$ cat src/rtl/dhms_seg_scan.sv
// Multiplexed 8-digit 7-segment driver for a day/hour/minute/second counter.
// Optional macro DP_BLINK_EN: separator points follow the snapshot's sec[0].
module dhms_seg_scan #(
  parameter int SCAN_DIV = 1000
) (
  input  logic       clk,
  input  logic       rst_n,
  input  logic [4:0] day,
  input  logic [4:0] hrs,
  input  logic [5:0] min,
  input  logic [5:0] sec,
  output logic [7:0] an,
  output logic [6:0] seg,
  output logic       dp
);

  localparam logic [15:0] CNT_LAST = 16'(SCAN_DIV - 1);

  logic [15:0] cnt;
  logic [2:0]  idx;
  logic [4:0]  snap_day;
  logic [4:0]  snap_hrs;
  logic [5:0]  snap_min;
  logic [5:0]  snap_sec;

  logic [5:0]  field_p0;
  logic        legal_p0;
  logic [3:0]  tens_p0;
  logic [3:0]  ones_p0;
  logic [5:0]  tens6_p0;
  logic [5:0]  ones6_p0;
  logic [7:0]  an_p0;
  logic [6:0]  seg_p0;
  logic        dp_p0;
  logic        slot_last;

  function automatic logic [3:0] tens_of(input logic [5:0] v);
    if (v >= 6'd60)      return 4'd6;
    else if (v >= 6'd50) return 4'd5;
    else if (v >= 6'd40) return 4'd4;
    else if (v >= 6'd30) return 4'd3;
    else if (v >= 6'd20) return 4'd2;
    else if (v >= 6'd10) return 4'd1;
    else                 return 4'd0;
  endfunction

  function automatic logic [6:0] seg7(input logic [3:0] d);
    case (d)
      4'd0:    return 7'h40;
      4'd1:    return 7'h79;
      4'd2:    return 7'h24;
      4'd3:    return 7'h30;
      4'd4:    return 7'h19;
      4'd5:    return 7'h12;
      4'd6:    return 7'h02;
      4'd7:    return 7'h78;
      4'd8:    return 7'h00;
      4'd9:    return 7'h10;
      default: return 7'h3F;
    endcase
  endfunction

  assign slot_last = (cnt == CNT_LAST);

  // Stage 0: decode the digit selected by the current (cnt, idx)
  always_comb begin
    field_p0 = snap_sec;
    legal_p0 = 1'b1;
    unique case (idx[2:1])
      2'd0: begin field_p0 = snap_sec;         legal_p0 = (snap_sec <= 6'd59); end
      2'd1: begin field_p0 = snap_min;         legal_p0 = (snap_min <= 6'd59); end
      2'd2: begin field_p0 = {1'b0, snap_hrs}; legal_p0 = (snap_hrs <= 5'd23); end
      default: begin
        field_p0 = {1'b0, snap_day};
        legal_p0 = (snap_day >= 5'd1) && (snap_day <= 5'd30);
      end
    endcase
    tens_p0  = tens_of(field_p0);
    tens6_p0 = {2'b00, tens_p0};
    ones6_p0 = field_p0 - ((tens6_p0 << 3) + (tens6_p0 << 1));
    ones_p0  = ones6_p0[3:0];
    seg_p0   = legal_p0 ? seg7(idx[0] ? tens_p0 : ones_p0) : 7'h3F;
    an_p0    = (cnt == 16'd0) ? 8'hFF : ~(8'h01 << idx);
    dp_p0    = 1'b1;
    if (!idx[0] && (idx != 3'd0)) begin
`ifdef DP_BLINK_EN
      dp_p0 = snap_sec[0];
`else
      dp_p0 = 1'b0;
`endif
    end
  end

  // Stage 1: scan counters, frame snapshot and registered display outputs
  always_ff @(posedge clk or negedge rst_n) begin
    if (!rst_n) begin
      cnt      <= '0;
      idx      <= '0;
      snap_day <= 5'd1;
      snap_hrs <= '0;
      snap_min <= '0;
      snap_sec <= '0;
      an       <= 8'hFF;
      seg      <= 7'h7F;
      dp       <= 1'b1;
    end else begin
      an  <= an_p0;
      seg <= seg_p0;
      dp  <= dp_p0;
      if (slot_last) begin
        cnt <= '0;
        idx <= idx + 3'd1;
        // Capture all fields together so a frame never mixes two times
        if (idx == 3'd7) begin
          snap_day <= day;
          snap_hrs <= hrs;
          snap_min <= min;
          snap_sec <= sec;
        end
      end else begin
        cnt <= cnt + 16'd1;
      end
    end
  end

endmodule
$ cat config.mk
export PLATFORM = sky130hd
export DESIGN_NAME = dhms_seg_scan
export DESIGN_NICKNAME = d
export VERILOG_FILES = /design/src/rtl/dhms_seg_scan.sv
export SDC_FILE = /design/constraint.sdc
export NUM_CORES = 1
export LEC_CHECK = 0
export CORE_MARGIN = 2
export CORE_UTILIZATION = 39
export CTS_CLUSTER_DIAMETER = 200
export DETAILED_ROUTE_END_ITERATION = 8
export PLACE_DENSITY = 0.61
export RECOVER_POWER = 25
export SLEW_MARGIN = 20
export SYNTH_ARGS = -nofsm -noshare
export SYNTH_HDL_FRONTEND = slang
export SYNTH_SLANG_ARGS = --single-unit
$ cat constraint.sdc
create_clock -name clk -period 3.4 [get_ports clk]
set_clock_uncertainty 0.05 [all_clocks]
set_input_delay 0.68 -clock clk [delete_from_list [all_inputs] [get_ports clk]]
set_output_delay 0.68 -clock clk [all_outputs]
set_load 0.05 [all_outputs]
==> results.toml <==
[outcome]
status = "finished with violations"
failed_checks = "capacitance limit, slew limit"

[global_routing]
antenna_found_initial = 0
grt_util_all_layers_pct = 14.5
grt_pass1_vias = 2053
grt_max_degree = 40
grt.overflow.total = 0
grt_pass1_wl_mm = 9.63

[placed_design]
dp_hpwl_mm = 3.97
port_buffers = 39
gp_congestion = 0.879
dpl_cell_area_sq_um = 3480

[timing]
worstMarginPinSlew_ps = 2050
fin_setup_tns_ps = 0
slew_viol_final = 40
maxSlewHeadroom_pct = -36.7
hold_slack_ps = 431
rsz0062_at_grt = "false"
fmax_ghz = 0.315
setup_violations = 0
period_needed_ps = 3170
hold_viol = 0
period_share_pct = 93.4

[clock_tree]
cts_made_buffers = 9
max-clock-path-buffers = 2
clkTransAtPathRegs_ps = 70
cts_sinks = 57
insertion_delay_ps = 340
htree_levels = 3
cts_tree = "yes"
post_cts_buffers = 0
hold_buffers = 0
cts-root-buf = "clkbuf_8"

[floorplan]
fp-row-count = 31
io_pins = 40
core_area_sq_um = 7250
die_h_microns = 90.6
fp.dieArea_sq_um = 8210
initial_utilization_pct = 40.3
fp.dieW_microns = 90.6

[routing]
wl_mm = 5.32
remaining_drc_errors = 0
antenna_left = 0
vias = 2008
drtPass1Iterations = 4
viasPerCell = 4.87
wire_per_inst_microns = 12.9
drtIter0Drc = 83

[synthesis]
yosysUniqueCellTypes = 49
synth_ff_type = "dfrtp_1"
synth_nets = 294
ys_seq_elements = 57
synthArstFlopShare_pct = 100
synth_edf_count = 0
synthCells = 254
yosys_warnings = 0
synthesis.area_sq_um = 2920
syn_avg_cell_area_sq_um = 11.5
seq_area_frac_synth_pct = 49.5

[hold_path]
worst_hold_path_type = "flip-flop to flip-flop"
min_from = "cnt[15]"
hold_depth = 1
min_to = "cnt[15]"

[critical_path]
slowest_delay_ps = 470
worst_r2r_path_depth = 13
slowest_stage = "dfrtp_2"
r2r_start = "idx[1]"
endpoint_kind = "flip-flop"
crit_arrival_ps = 3360
crit_path_start = "idx[1]"
r2r_slack_ps = 230
crit_family = "compound AO/OA/AOI/OAI gates"
cpMostUsedCell = "buf_4"
startpoint_type = "flip-flop"
worstReg2RegEnd = "seg[3]"
crit_required_ps = 3580
cp_cell_sequence = "buf_4, mux4_2, buf_4, o22ai_1, a21oi_1, a21oi_2, inv_1, ha_1, a2111o_1, a211o_1, a21oi_4, and3_4, o21ai_1"
critPathKind = "flip-flop to flip-flop"
crit_buf_inv = 3
crit_fanout = 7

[finish]
final_area_sq_um = 3710
nFillCells = 670
synthToLayoutAreaGrowth_pct = 26.9
fin_util_pct = 51.1
diodes = 0
drive_above_1_share_pct = 26.2
fin_nets = 348

[run]
drv_cap = 1

[power]
vdd_drop_max_uv = 261
power.density_nw_per_um2 = 464
leakagePower_nw = 1.57
power breakdown:
part	leakage [nW]	switching [W]	total, W	internal, W
Clock	0.103	0.000267	0.000645	0.000378
Sequential	0.671	0.0000137	0.000746	0.000733
Combinational	0.794	0.000191	0.000331	0.000140
Total	1.57	0.000472	0.00172	0.00125
registers in the layout, indices dropped and copies added (netlist names):
signal    flops
snap_day      5
snap_min      6
cnt          16
dp            1
snap_hrs      5
seg           7
idx           3
snap_sec      6
an            8
metrics by stage:
step / std cells / power [W] / worst slack (ps)
after floorplan: 254 / 0.000970 / 125
after global placement: 396 / 0.00109 / 75.0
after detailed placement: 396 / 0.00109 / 63.2
after CTS: 412 / 0.00174 / 8.20
after global routing: 412 / 0.00180 / 10.6
final: 412 / 0.00172 / 226
logic make-up after synthesis:
kind of cell | Yosys count | synth area share [%]
flops | 57 | 49.5
xor+xnor | 16 | 4.79
buf+inv | 20 | 2.91
mux | 32 | 14.3
compound gates | 38 | 8.47
simple gates | 75 | 13.1
fa+ha+maj | 16 | 6.85
cells in the final DEF (no fill, tap or decap), types with 11 or more instances in the layout:
master           count
dfrtp_1             38
clkdlybuf4s50_1     38
nand2_1             25
mux2_2              23
dfstp_2             17
ha_1                16
inv_1               13
xnor2_1             12
clkbuf_8            11
buf_4               11
final cells by class:
type                       instances  area (sq um)  share of cell area, %
timing repair buffer              50           467                   12.6
inverter                          13          48.8                   1.32
sequential                        57          1450                   39.1
clock inverter                     4          51.3                   1.38
tap                               99           124                   3.34
clock buffer                      12           155                   4.18
multi-input combinational        177          1410                   38.1
metal layers:
metal,routed length [microns],GRT usage [%],vias to the layer above
met1,2730,20.0,953
met5,0,0,-
met3,241,3.34,6
met4,91,7.82,0
li1,-,-,1005
met2,2260,21.2,44
cell usage after synthesis (3+ instances only):
| cell type | count | share of area, % |
|---|---|---|
| nor4_1 | 3 | 0.64 |
| inv_1 | 13 | 1.7 |
| xor2_1 | 4 | 1.2 |
| dfstp_2 | 17 | 15 |
| and2_1 | 4 | 0.86 |
| and3_1 | 5 | 1.1 |
| o21ai_1 | 6 | 1.0 |
| ha_1 | 16 | 6.8 |
| mux2_2 | 23 | 8.9 |
| nor2_1 | 10 | 1.3 |
| dfrtp_1 | 40 | 34 |
| o21ai_0 | 6 | 1.0 |
| nand2_1 | 25 | 3.2 |
| a21oi_1 | 10 | 1.7 |
| xnor2_1 | 12 | 3.6 |
| nor3_1 | 3 | 0.51 |
| or2_2 | 4 | 0.86 |
| mux2i_1 | 4 | 1.4 |
| mux4_2 | 3 | 2.3 |
| nand3_1 | 9 | 1.5 |
timing repair:
item,4_1_cts,5_1_grt
endpoints found under the setup margin,0,7
hold endpoints to repair,0,0
gates resized for setup,0,6
how the worst max path moves through the flow:
stage               endpoint  slack, ps  depth (start not counted)
floorplan             seg[0]        120                         13
CTS                   seg[0]          8                         12
global route          seg[2]         10                         13
detailed placement    seg[0]         60                         12
global placement      seg[0]         80                         12
finish                seg[3]        230                         13
No activity file was read; power rests on OpenSTA's default activity.
